--- src/rtl/mext_pkg.sv ---
// Shared encodings for the RV32M execute-stage sequencer: FSM states, funct3 decode,
// unit opcodes and the signed-overflow operand constants.
package mext_pkg;

  typedef enum logic [2:0] {
    ST_IDLE     = 3'd0,
    ST_MUL_WAIT = 3'd1,
    ST_DIV_WAIT = 3'd2,
    ST_DONE     = 3'd3,
    ST_DRAIN    = 3'd4
  } state_e;

  localparam logic [2:0] F3_MUL    = 3'b000;
  localparam logic [2:0] F3_MULH   = 3'b001;
  localparam logic [2:0] F3_MULHSU = 3'b010;
  localparam logic [2:0] F3_MULHU  = 3'b011;
  localparam logic [2:0] F3_DIV    = 3'b100;
  localparam logic [2:0] F3_DIVU   = 3'b101;
  localparam logic [2:0] F3_REM    = 3'b110;
  localparam logic [2:0] F3_REMU   = 3'b111;

  localparam logic [1:0] MUL_OP_SS = 2'b00;
  localparam logic [1:0] MUL_OP_SU = 2'b01;
  localparam logic [1:0] MUL_OP_UU = 2'b10;

  localparam logic [1:0] DIV_OP_DIV  = 2'b00;
  localparam logic [1:0] DIV_OP_DIVU = 2'b01;
  localparam logic [1:0] DIV_OP_REM  = 2'b10;
  localparam logic [1:0] DIV_OP_REMU = 2'b11;

  localparam logic [31:0] INT_MIN = 32'h8000_0000;
  localparam logic [31:0] NEG_ONE = 32'hFFFF_FFFF;

  // MUL and MULH both need the signed x signed product; they differ only in the half taken.
  function automatic logic [1:0] mul_opcode_of(input logic [2:0] f3);
    case (f3[1:0])
      2'b10:   return MUL_OP_SU;
      2'b11:   return MUL_OP_UU;
      default: return MUL_OP_SS;
    endcase
  endfunction

endpackage

--- src/rtl/mext_special_case.sv ---
// Combinational detection of divide-by-zero and signed-overflow divides, with the
// architecturally defined result so the divider never has to be started for them.
module mext_special_case
  import mext_pkg::*;
#(
  parameter int XLEN = 32
) (
  input  logic [2:0]      funct3,
  input  logic [XLEN-1:0] rs1,
  input  logic [XLEN-1:0] rs2,
  output logic            hit,
  output logic [XLEN-1:0] value
);

  always_comb begin
    hit   = 1'b0;
    value = '0;
    if (funct3[2]) begin
      if (rs2 == '0) begin
        hit   = 1'b1;
        value = funct3[1] ? rs1 : '1;
      end else if (!funct3[0] && rs1 == INT_MIN && rs2 == NEG_ONE) begin
        hit   = 1'b1;
        value = funct3[1] ? '0 : INT_MIN;
      end
    end
  end

endmodule

--- src/rtl/mext_sequencer.sv ---
// RV32M execute-stage controller: decodes the M-op, launches one iterative unit,
// stalls the pipeline until its result returns, drains on flush and bounds every wait.
module mext_sequencer
  import mext_pkg::*;
#(
  parameter int XLEN           = 32,
  parameter int TIMEOUT_CYCLES = 64
) (
  input  logic              clk,
  input  logic              rst,
  input  logic              ex_valid,
  input  logic [2:0]        ex_funct3,
  input  logic [XLEN-1:0]   ex_rs1,
  input  logic [XLEN-1:0]   ex_rs2,
  input  logic              flush,
  output logic              mul_start,
  output logic [1:0]        mul_opcode,
  output logic              div_start,
  output logic [1:0]        div_opcode,
  output logic [XLEN-1:0]   unit_op1,
  output logic [XLEN-1:0]   unit_op2,
  input  logic              mul_ready,
  input  logic [2*XLEN-1:0] mul_result,
  input  logic              div_ready,
  input  logic [XLEN-1:0]   div_result,
  output logic              stall,
  output logic              result_valid,
  output logic [XLEN-1:0]   result,
  output logic              timeout_err
);

  localparam int WD_W = $clog2(TIMEOUT_CYCLES + 1);

  state_e            state_q, state_d;
  logic [2:0]        funct3_q;
  logic [WD_W-1:0]   wd_cnt_q;
  logic [XLEN-1:0]   result_q;
  logic              sc_hit;
  logic [XLEN-1:0]   sc_value;
  logic              launch;
  logic              unit_ready;
  logic              wd_expired;
  logic [XLEN-1:0]   unit_value;

  mext_special_case #(.XLEN(XLEN)) u_special_case (
    .funct3 (ex_funct3),
    .rs1    (ex_rs1),
    .rs2    (ex_rs2),
    .hit    (sc_hit),
    .value  (sc_value)
  );

  always_comb begin
    launch     = (state_q == ST_IDLE) && ex_valid && !flush;
    unit_ready = funct3_q[2] ? div_ready : mul_ready;
    wd_expired = (wd_cnt_q == WD_W'(TIMEOUT_CYCLES - 1));
    if (funct3_q[2])
      unit_value = div_result;
    else if (funct3_q[1:0] == 2'b00)
      unit_value = mul_result[XLEN-1:0];
    else
      unit_value = mul_result[2*XLEN-1:XLEN];
  end

  always_comb begin
    state_d      = state_q;
    stall        = 1'b0;
    result_valid = 1'b0;
    case (state_q)
      ST_IDLE: begin
        stall = launch;
        if (launch)
          state_d = sc_hit ? ST_DONE : (ex_funct3[2] ? ST_DIV_WAIT : ST_MUL_WAIT);
      end
      ST_MUL_WAIT, ST_DIV_WAIT: begin
        stall = !flush;
        // A flush that coincides with completion has nothing left to drain.
        if (flush)
          state_d = (unit_ready || wd_expired) ? ST_IDLE : ST_DRAIN;
        else if (unit_ready || wd_expired)
          state_d = ST_DONE;
      end
      ST_DONE: begin
        result_valid = !flush;
        state_d      = ST_IDLE;
      end
      ST_DRAIN: begin
        stall = ex_valid && !flush;
        if (unit_ready || wd_expired)
          state_d = ST_IDLE;
      end
      default: state_d = ST_IDLE;
    endcase
  end

  always_ff @(posedge clk) begin
    if (rst) begin
      state_q     <= ST_IDLE;
      funct3_q    <= '0;
      wd_cnt_q    <= '0;
      result_q    <= '0;
      mul_start   <= 1'b0;
      div_start   <= 1'b0;
      mul_opcode  <= '0;
      div_opcode  <= '0;
      unit_op1    <= '0;
      unit_op2    <= '0;
      timeout_err <= 1'b0;
    end else begin
      state_q   <= state_d;
      mul_start <= 1'b0;
      div_start <= 1'b0;
      case (state_q)
        ST_IDLE: begin
          if (launch) begin
            unit_op1 <= ex_rs1;
            unit_op2 <= ex_rs2;
            funct3_q <= ex_funct3;
            wd_cnt_q <= '0;
            if (sc_hit) begin
              result_q <= sc_value;
            end else if (ex_funct3[2]) begin
              div_start  <= 1'b1;
              div_opcode <= ex_funct3[1:0];
            end else begin
              mul_start  <= 1'b1;
              mul_opcode <= mul_opcode_of(ex_funct3);
            end
          end
        end
        ST_MUL_WAIT, ST_DIV_WAIT: begin
          if (unit_ready) begin
            if (!flush)
              result_q <= unit_value;
          end else if (wd_expired) begin
            if (!flush)
              result_q <= '0;
            timeout_err <= 1'b1;
          end else begin
            wd_cnt_q <= wd_cnt_q + 1'b1;
          end
        end
        ST_DRAIN: begin
          if (!unit_ready) begin
            if (wd_expired)
              timeout_err <= 1'b1;
            else
              wd_cnt_q <= wd_cnt_q + 1'b1;
          end
        end
        default: ;
      endcase
    end
  end

  assign result = result_q;

endmodule
--- config.mk ---
export PLATFORM = sky130hd
export DESIGN_NAME = mext_sequencer
export DESIGN_NICKNAME = d
export VERILOG_FILES = /design/src/rtl/mext_pkg.sv /design/src/rtl/mext_special_case.sv /design/src/rtl/mext_sequencer.sv
export SDC_FILE = /design/constraint.sdc
export NUM_CORES = 1
export LEC_CHECK = 0
export CAP_MARGIN = 0
export CORE_UTILIZATION = 35
export DETAILED_ROUTE_END_ITERATION = 6
export GPL_TIMING_DRIVEN = 1
export PLACE_DENSITY = 0.7
export REMOVE_ABC_BUFFERS = 1
export SYNTH_ARGS = -nofsm -noshare
export SYNTH_HDL_FRONTEND = slang
export SYNTH_SLANG_ARGS = --single-unit
export TNS_END_PERCENT = 30
--- constraint.sdc ---
create_clock -name clk -period 6 [get_ports clk]
set_input_delay 1.5 -clock clk [delete_from_list [all_inputs] [get_ports clk]]
set_output_delay 1.5 -clock clk [all_outputs]
set_load 0.02 [all_outputs]
======== Yosys cells after proc, flatten, opt, wreduce, memory -nomap -nowiden ========
Cells that the tools add are included.
storage, ports and cells
  bits in registers ....................... 116
  bits of input ports ..................... 169
  output and inout port bits .............. 105
  logic and storage cells ................. 93
cells by class
  $add $sub $neg .......................... 1
  eq/ne operators ......................... 18
  muxes and demuxes ....................... 35
  bitwise operators ....................... 5
  reductions and logical operators ........ 23
operator list
  kind                                                             count
  32-bit 2-to-1 mux                                                13
  32-bit == test, second input constant                            2
  32-bit one-hot mux with 2 select lines                           1
  32-bit logical NOT                                               1
  7-bit 2-to-1 mux                                                 3
  3-bit 2-to-1 mux                                                 5
  7-bit one-hot mux with 2 select lines                            1
  3-bit != test, second input constant                             4
  4-bit AND reduction                                              3
  2-bit != test, second input constant                             5
  3-bit one-hot mux with 3 select lines                            1
  7-bit by 1-bit adder with 7-bit output, second input constant    1
  7-bit by 6-bit == test with 1-bit output, second input constant  1
  1-bit 2-to-1 mux                                                 7
  3-bit by 2-bit == test with 1-bit output, second input constant  2
  3-bit AND reduction                                              2
  6-bit AND reduction                                              1
  1-bit logical AND                                                5
  1-bit NOT                                                        5
  2-bit == test, second input constant                             2
  2-bit 2-to-1 mux                                                 2
  2-bit one-hot mux with 2 select lines                            1
  2-bit nonzero test                                               2
  4-bit OR reduction                                               1
  10 further kinds                                                 11

======== Depth between registers and ports, before layout ========
Gate-level depths: netlist of the first run.
  depth in word-level cells ............... 9
  gate-level depth with buffers ........... 9

======== Cells and area by module ========
From an unflattened synthesis of the first run, not the netlist that was laid out.
second synthesis, totals
  cell total of the unflattened synthesis .. 785
  area total of the unflattened synthesis .. 6384.9 um^2
by module, submodules not included
  module             times used  cells each  area an instance (um^2)  seq. area each (um^2)
  mext_sequencer     1           681         5840.6                   2322.2
  mext_special_case  1           104         544.3                    0.0

======== Least setup slack after synthesis of the first run ========
No wires, ideal clock.
  kind .................................... input port to flip-flop
  start point ............................. in ex_rs1[6]
  end point ............................... reg result_q[31] (netlist: result[31])
  setup time .............................. 0.122 ns
  data arrival time ....................... 3.558 ns
  data required time ...................... 5.878 ns
  slack ................................... 2.320 ns
  cell stages on the path ................. 7
  path buffers ............................ 1
  cell sequence ........................... or4_1 or3_1 nor4_4 a31oi_2 or2_1 buf_6 o311a_1
on the way
  word-level cells in the longest chain between the ends .. 9
ends and longest elaborated chain
  item                                    RTL line                 RTL
  start: declaration                      mext_sequencer.sv:13     input logic [XLEN-1:0] ex_rs1,
  32-bit == test *                        mext_special_case.sv:22  end else if (!funct3[0] && rs1 == INT_MIN && rs2 == NEG_ONE) begin
  1-bit logical AND * (2 in a row)        mext_special_case.sv:22
  32-bit 2-to-1 mux                       mext_special_case.sv:22
  32-bit 2-to-1 mux                       mext_special_case.sv:19  if (rs2 == '0) begin
  32-bit 2-to-1 mux                       mext_special_case.sv:18  if (funct3[2]) begin
  32-bit 2-to-1 mux                       mext_sequencer.sv:120    if (sc_hit) begin
  32-bit 2-to-1 mux                       mext_sequencer.sv:115    if (launch) begin
  32-bit one-hot mux with 2 select lines  mext_sequencer.sv:113    case (state_q)
  end signal: assignment                  mext_sequencer.sv:121    result_q <= sc_value;
  end signal: assignment                  mext_sequencer.sv:134    result_q <= unit_value;
  end: declaration                        mext_sequencer.sv:37     logic [XLEN-1:0] result_q;
Mark *: on every way between the ends. The rest lies on a longest branch, timed or not. The select of a mux whose other input is x is not followed.
A chain may end at the register's enable or synchronous reset.

======== Worst setup path in the final report of the first run ========
  start point ............................. in ex_valid
  end point ............................... out stall
on the way
  word-level cells in the longest chain between the ends .. 3
ends and longest elaborated chain
  item                                     RTL line              RTL
  start: declaration                       mext_sequencer.sv:11  input logic ex_valid,
  1-bit logical AND (2 in a row)           mext_sequencer.sv:54  launch = (state_q == ST_IDLE) && ex_valid && !flush;
  1-bit one-hot mux with 3 select lines *  mext_sequencer.sv:69  case (state_q)
  end: declaration                         mext_sequencer.sv:26  output logic stall,
Mark *: on every way between the ends. The rest lies on a longest branch, timed or not.

==> impl_results.md, run 1 <==
- First drt pass iteration count: 4
- Vias in the first global route: 6004
- Synth-to-Final Area Change: 60.0%
- Avg Inst Size Synth: 7.87 um2
- Layout cells sized above 1: 5.66%
- CTS Buf Count: 17
- RSZ-0062 raised after global routing: false
- Largest net degree at the start of global routing: 67
- Setup violations, final: 0
- Sequential share of power: 30.2%
- Skew-Pair Late Insertion Delay: 0.41 ns
- Hold slack: 0.451 ns
- Final min period: 4.56 ns
- NumNets Final: 1147
- N_diodes: 0
- Flops & latches, synth: 116
- Max H-tree Level: 4
- Cts hold-fix bufs: 0
- Port Buf Inserts: 273
- Switching Fraction: 31.9%
- GR Overflow Total: 0
- Pwr dens: 315 mW/mm2
- Final wirelength: 21000 um
- Crit Path Class: input port to primary output
- Routability cong.: 0.855
- Clock share of power: 38.9%
- Fillcell total: 1501
- Area of the die: 0.0173 mm2
- Final period util: 76.0%
- Mapped cell area: 0.00586 mm2
- Initial core utilization: 36.3%
- Commonest cells after routing, fill and taps aside: clkdlybuf4s50_1, nand2_1, dfxtp_1, a21oi_1, nor4_1
- Ports: 274
- Clk slew on worst S/H paths: 0.05 ns
- Switching Power: 942 uW
- Core ar.: 0.0161 mm2
- Met2 Wirelength: 10300 um
- Synth Instances: 744
- Post-CTS setup buffer count: 0
- Top Layer Used: met4
- Final HPWL DP: 14600 um
- Worst reg2reg endpoint: result[31]
- DR vias: 6208
- Die H: 131 um
- IR drop worst, VDD: 0.217 mV
- Clk sink count: 116
- Fmax: 219 MHz
- Fin Setup TNS: 0 ns
- Wire per inst: 17.4 um
- Overall routing resource usage: 24.5%
- Yosys Warn Count: 0
- Status: complete, no violations
- CP endpoint: stall
- Fin. Hold Viols: 0
- Hold WC Path Type: flop to flop
- Final worst slack: 1.44 ns
- Vias/cell: 5.15
- Final core utilization: 58.1%
- Post-synthesis sequential area ratio: 39.7%
- Top_reg_cell synth: dfxtp_1
- Pint: 2010 uW
- R2R Setup Slk: 2.77 ns
- Critical path capture point type: primary output
- Commonest non-fill, non-tap cell in the layout: clkdlybuf4s50_1
- HP Start: unit_op1[26]
- Met3 wire length: 1520 um
- R2r startpoint: wd_cnt_q[0]
- Iter 0 DRT Violations: 375
- Tot Pwr: 2950 uW
- Worst slack at placement: 1.10 ns
- Startpoint Class: input port
- Cells on worst reg2reg path: 7
- CP arrival: 3.06 ns
- Cts repair resizes: 0
- Fraction of registers with async set/reset: 0%
- Lkg Pwr: 0.00344 uW
- Worst Skew: 0.00631 ns
- Max clock buf depth: 2
- CTS tree: yes
- Num rows: 46
- Maxcap violations: 0
- Antenna viol nets, final: 0
- DR DRC count: 0
- First-pass GRT wire length: 33200 um
- Slew headroom: 18.7%
- Post-synth EDFFs: 0
- Crit path required time: 4.50 ns
- Initial antenna violation count: 0
- Combinational share of power: 30.9%
- Tightest Pin Transition: 1.22 ns
- Wire length on met1: 9080 um
- Netlist cell types: 43
- Die Wd: 131 um
- CP max FO: 5
- Max-slew violation count: 0
- Crit. Startpoint: ex_valid
- Root buffer cell: clkbuf_16
## state kept, by name (all words and copies together) (netlist names)
register,count
result,32
mul_opcode,2
timeout_err,1
unit_op2,32
div_opcode,2
unit_op1,32
div_start,1
funct3_q,3
mul_start,1
state_q,3
wd_cnt_q,7
## power by group through the flow
stage	clock network (uW)	logic, uW	registers (uW)
after floorplan	0	401	975
after global placement	0	914	905
after detailed placement	0	916	906
after CTS	1170	920	891
after global routing	1210	989	900
final	1150	912	891
## stage by stage
step | cells | cell area, um2
after floorplan | 677 | 5570
after global placement | 1174 | 8700
after detailed placement | 1174 | 8700
after CTS | 1206 | 9370
after global routing | 1206 | 9370
final | 1206 | 9370
## worst max-delay path, cell delays in order
cell and delay (ns):
clkdlybuf4s50_1 0.62, nand2b_1 0.09, a21oi_1 0.12, nor2_1 0.05, nor2_1 0.08, clkdlybuf4s50_1 0.60
## synthesized netlist by cell type, types with 2 or more instances
| master | n | area share (%) |
|---|---|---|
| and3_1 | 3 | 0.32 |
| xor2_1 | 5 | 0.75 |
| a21oi_1 | 74 | 6.3 |
| mux2i_1 | 36 | 6.2 |
| o2111ai_1 | 2 | 0.30 |
| nor4_1 | 43 | 4.6 |
| nor3_1 | 14 | 1.2 |
| nand2b_1 | 7 | 0.75 |
| inv_1 | 5 | 0.32 |
| nand4_1 | 11 | 1.2 |
| o21ai_0 | 37 | 3.2 |
| a31oi_1 | 2 | 0.21 |
| dfxtp_1 | 116 | 40 |
| and4_1 | 3 | 0.45 |
| a31o_1 | 30 | 4.5 |
| clkbuf_1 | 62 | 4.0 |
| nand2_1 | 173 | 11 |
| a2bb2oi_1 | 31 | 4.6 |
| a31o_2 | 4 | 0.60 |
| nor4b_1 | 2 | 0.30 |
| a211oi_1 | 3 | 0.38 |
| buf_6 | 4 | 0.77 |
| nor2_1 | 15 | 0.96 |
| nand3_1 | 5 | 0.43 |
| and2_1 | 3 | 0.32 |
| xnor2_1 | 3 | 0.45 |
| nor2b_1 | 31 | 3.3 |
| or2_2 | 4 | 0.43 |
| nand4b_1 | 2 | 0.30 |
## layer usage
layer | global-route usage (%) | up-vias
li1 | - | 3117
met1 | 30.3 | 2878
met2 | 41.5 | 203
met3 | 7.79 | 10
met4 | 5.23 | 0
met5 | 0 | -
## cells by family (layout without fill, tap and decap cells)
kind of cell | after synthesis | in the layout | share of synthesized area, %
AOI/OAI and AO/OA | 189 | 189 | 21.0
and+or+nand+nor | 322 | 322 | 26.6
xor gates and xnor gates | 8 | 8 | 1.20
adders and majority gates | 1 | 1 | 0.214
buffers and inverters | 72 | 318 | 5.13
muxes | 36 | 36 | 6.15
DFF | 116 | 116 | 39.7
## layout make-up
cell class              count  area [um2]  share of cell area, %
multi-input cells         556        3300                   35.2
repair buffers            281        2790                   29.8
flip-flops and latches    116        2320                   24.8
clock buffers              24         502                   5.36
well taps                 216         270                   2.88
clock inverters             8         169                   1.80
inverters                   5        18.8                  0.200
## how the worst min path moves through the flow
| stage | depth (start not counted) | endpoint | slack, ns |
|---|---|---|---|
| after floorplan | 2 | funct3_q[1] | 0.43 |
| after global placement | 2 | unit_op1[14] | 0.44 |
| after detailed placement | 2 | unit_op2[5] | 0.45 |
| after CTS | 2 | unit_op2[26] | 0.45 |
| after global routing | 2 | unit_op2[5] | 0.46 |
| final | 2 | unit_op1[26] | 0.45 |
(Power assumes the default switching activity.)
==> run 2: changes to the inputs <==
==> constraint.sdc (replaced) <==
create_clock -name clk -period 4.5 [get_ports clk]
set_input_delay 1.125 -clock clk [delete_from_list [all_inputs] [get_ports clk]]
set_output_delay 1.125 -clock clk [all_outputs]
set_load 0.02 [all_outputs]
==> impl_results.md, run 2 (same netlist as run 1, synthesis figures left out) <==
- RSZ-0062 raised after global routing: false
- Initial core utilization: 36.3%
- Max clock buf depth: 2
- Largest net degree at the start of global routing: 66
- Crit. Startpoint: ex_valid
- Critical Path Max Stage Delay: 0.62 ns
- Final HPWL DP: 15000 um
- First-pass GRT wire length: 33700 um
- Slew headroom: 12.6%
- Iter 0 DRT Violations: 367
- Worst Skew: 0.00595 ns
- Critical path depth: 6
- Hold WC Path Type: flop to flop
- DR vias: 6310
- GR Overflow Total: 0
- Critical path capture point type: primary output
- Post-CTS setup buffer count: 0
- Root buffer cell: clkbuf_16
- Antenna viol nets, final: 0
- Vias in the first global route: 6114
- CTS tree: yes
- Area of the die: 0.0173 mm2
- N_diodes: 0
- Final wirelength: 21400 um
- Area of the multi-input gates: 0.00330 mm2
- Ports: 274
- Status: complete, no violations
- Clk slew on worst S/H paths: 0.05 ns
- Max-slew violation count: 0
- CP endpoint: stall
- Routability cong.: 0.795
- Vias/cell: 5.21
- Commonest non-fill, non-tap cell in the layout: clkdlybuf4s50_1
- Lkg Pwr: 0.00343 uW
- CP arrival: 2.73 ns
- Synth-to-Final Area Change: 59.6%
- Num rows: 46
- Core ar.: 0.0161 mm2
- Fillcell total: 1526
- Fmax: 260 MHz
- Overall routing resource usage: 24.9%
- Commonest cells after routing, fill and taps aside: clkdlybuf4s50_1, nand2_1, dfxtp_1, a21oi_1, nor4_1
- Layout cells sized above 1: 6.22%
- Max H-tree Level: 4
- Final period util: 85.6%
- Port Buf Inserts: 273
- Setup violations, final: 0
- R2R Setup Slk: 1.75 ns
- CP bufs+invs: 2
- Skew-Pair Late Insertion Delay: 0.42 ns
- CP max FO: 5
- Pwr dens: 404 mW/mm2
- Cells on worst reg2reg path: 6
- Crit Path Class: input port to primary output
- IR drop worst, VDD: 0.333 mV
- Final core utilization: 58.0%
- Tot Pwr: 3770 uW
- Cts repair resizes: 0
- Register area: 0.00232 mm2
- CTS Buf Count: 17
- Fin. Hold Viols: 0
- First drt pass iteration count: 4
- Clk sink count: 116
- Crit path required time: 3.38 ns
- Die Wd: 131 um
- Worst slack at placement: 0.369 ns
- Kind of cell adding the most delay to the critical path: buffers and inverters
- Final worst slack: 0.649 ns
- Initial antenna violation count: 0
- NumNets Final: 1153
- Die H: 131 um
- Tightest Pin Transition: 1.30 ns
- DR DRC count: 0
- CP cell instances: clkdlybuf4s50_1 -> nand2b_1 -> a21oi_1 -> nor2_1 -> nor2_1 -> clkdlybuf4s50_1
- R2r startpoint: state_q[1]
- Cts hold-fix bufs: 0
- Wire per inst: 17.6 um
- Final min period: 3.85 ns
- Worst reg2reg endpoint: result[24]
- Fin Setup TNS: 0 ns
- Startpoint Class: input port
- Critical path's slowest cell: clkdlybuf4s50_1
- Maxcap violations: 0
-- run 2: cell count changes in the layout (fill, tap and decap cells not counted), sizes merged --
cell      delta
clkbuf       -1
bufinv       -3
clkinvlp     +1
buf          +6
clkinv       +3
-- run 2: cell type report --
cell class / count / share of cell area [%]
clock inverter: 9 / 1.08
tap: 216 / 2.89
inverter: 5 / 0.201
clock buffer: 23 / 5.22
sequential: 116 / 24.9
multi-input combinational: 556 / 35.3
timing repair buffer: 287 / 30.5
-- run 2: per-layer routing --
layer	up-vias	part of all wire, %	GRT usage, %
met2	216	48	41.6
li1	3138	-	-
met5	-	0	0
met1	2941	44	30.9
met4	0	1.0	6.59
met3	15	6.8	7.68
-- run 2: how the worst min path moves through the flow --
stage                       startpoint            to  slack [ns]  cells after the start
final                     unit_op1[28]  unit_op1[28]        0.45                      2
after global routing       unit_op2[3]   unit_op2[3]        0.47                      2
after CTS                 unit_op1[31]  unit_op1[31]        0.45                      2
after detailed placement   unit_op2[3]   unit_op2[3]        0.45                      2
after global placement    unit_op2[28]  unit_op2[28]        0.44                      2
after floorplan            funct3_q[1]   funct3_q[1]        0.43                      2
-- run 2: tightest hold or removal path, delay by kind of cell (launching register included) --
kind,cells,cell delay (ns)
AND/OR/NAND/NOR,1,0.05
AO/OA/AOI/OAI,1,0.05
flip-flops,1,0.30
-- run 2: through the flow --
| stage | area (um2) | std cells | hold slack (ns) |
|---|---|---|---|
| 3_5_place_dp | 8760 | 1180 | 0.446 |
| 2_1_floorplan | 5570 | 677 | 0.430 |
| 4_1_cts | 9350 | 1212 | 0.453 |
| 5_1_grt | 9350 | 1212 | 0.466 |
| 3_3_place_gp | 8760 | 1180 | 0.440 |
| 6_report | 9350 | 1212 | 0.452 |
-- run 2: power breakdown --
part | internal (uW) | switching (uW)
Clock | 869 | 474
Sequential | 1120 | 69.2
Combinational | 517 | 725
==> run 3: changes to the inputs <==
--- a/config.mk
+++ b/config.mk
@@ -8,7 +8,6 @@
 export CAP_MARGIN = 0
 export CORE_UTILIZATION = 35
 export DETAILED_ROUTE_END_ITERATION = 6
-export GPL_TIMING_DRIVEN = 1
 export PLACE_DENSITY = 0.7
 export REMOVE_ABC_BUFFERS = 1
 export SYNTH_ARGS = -nofsm -noshare
==> results of run 3 <==
Same layout as run 2: the final DEF is identical, and so are final timing and power.
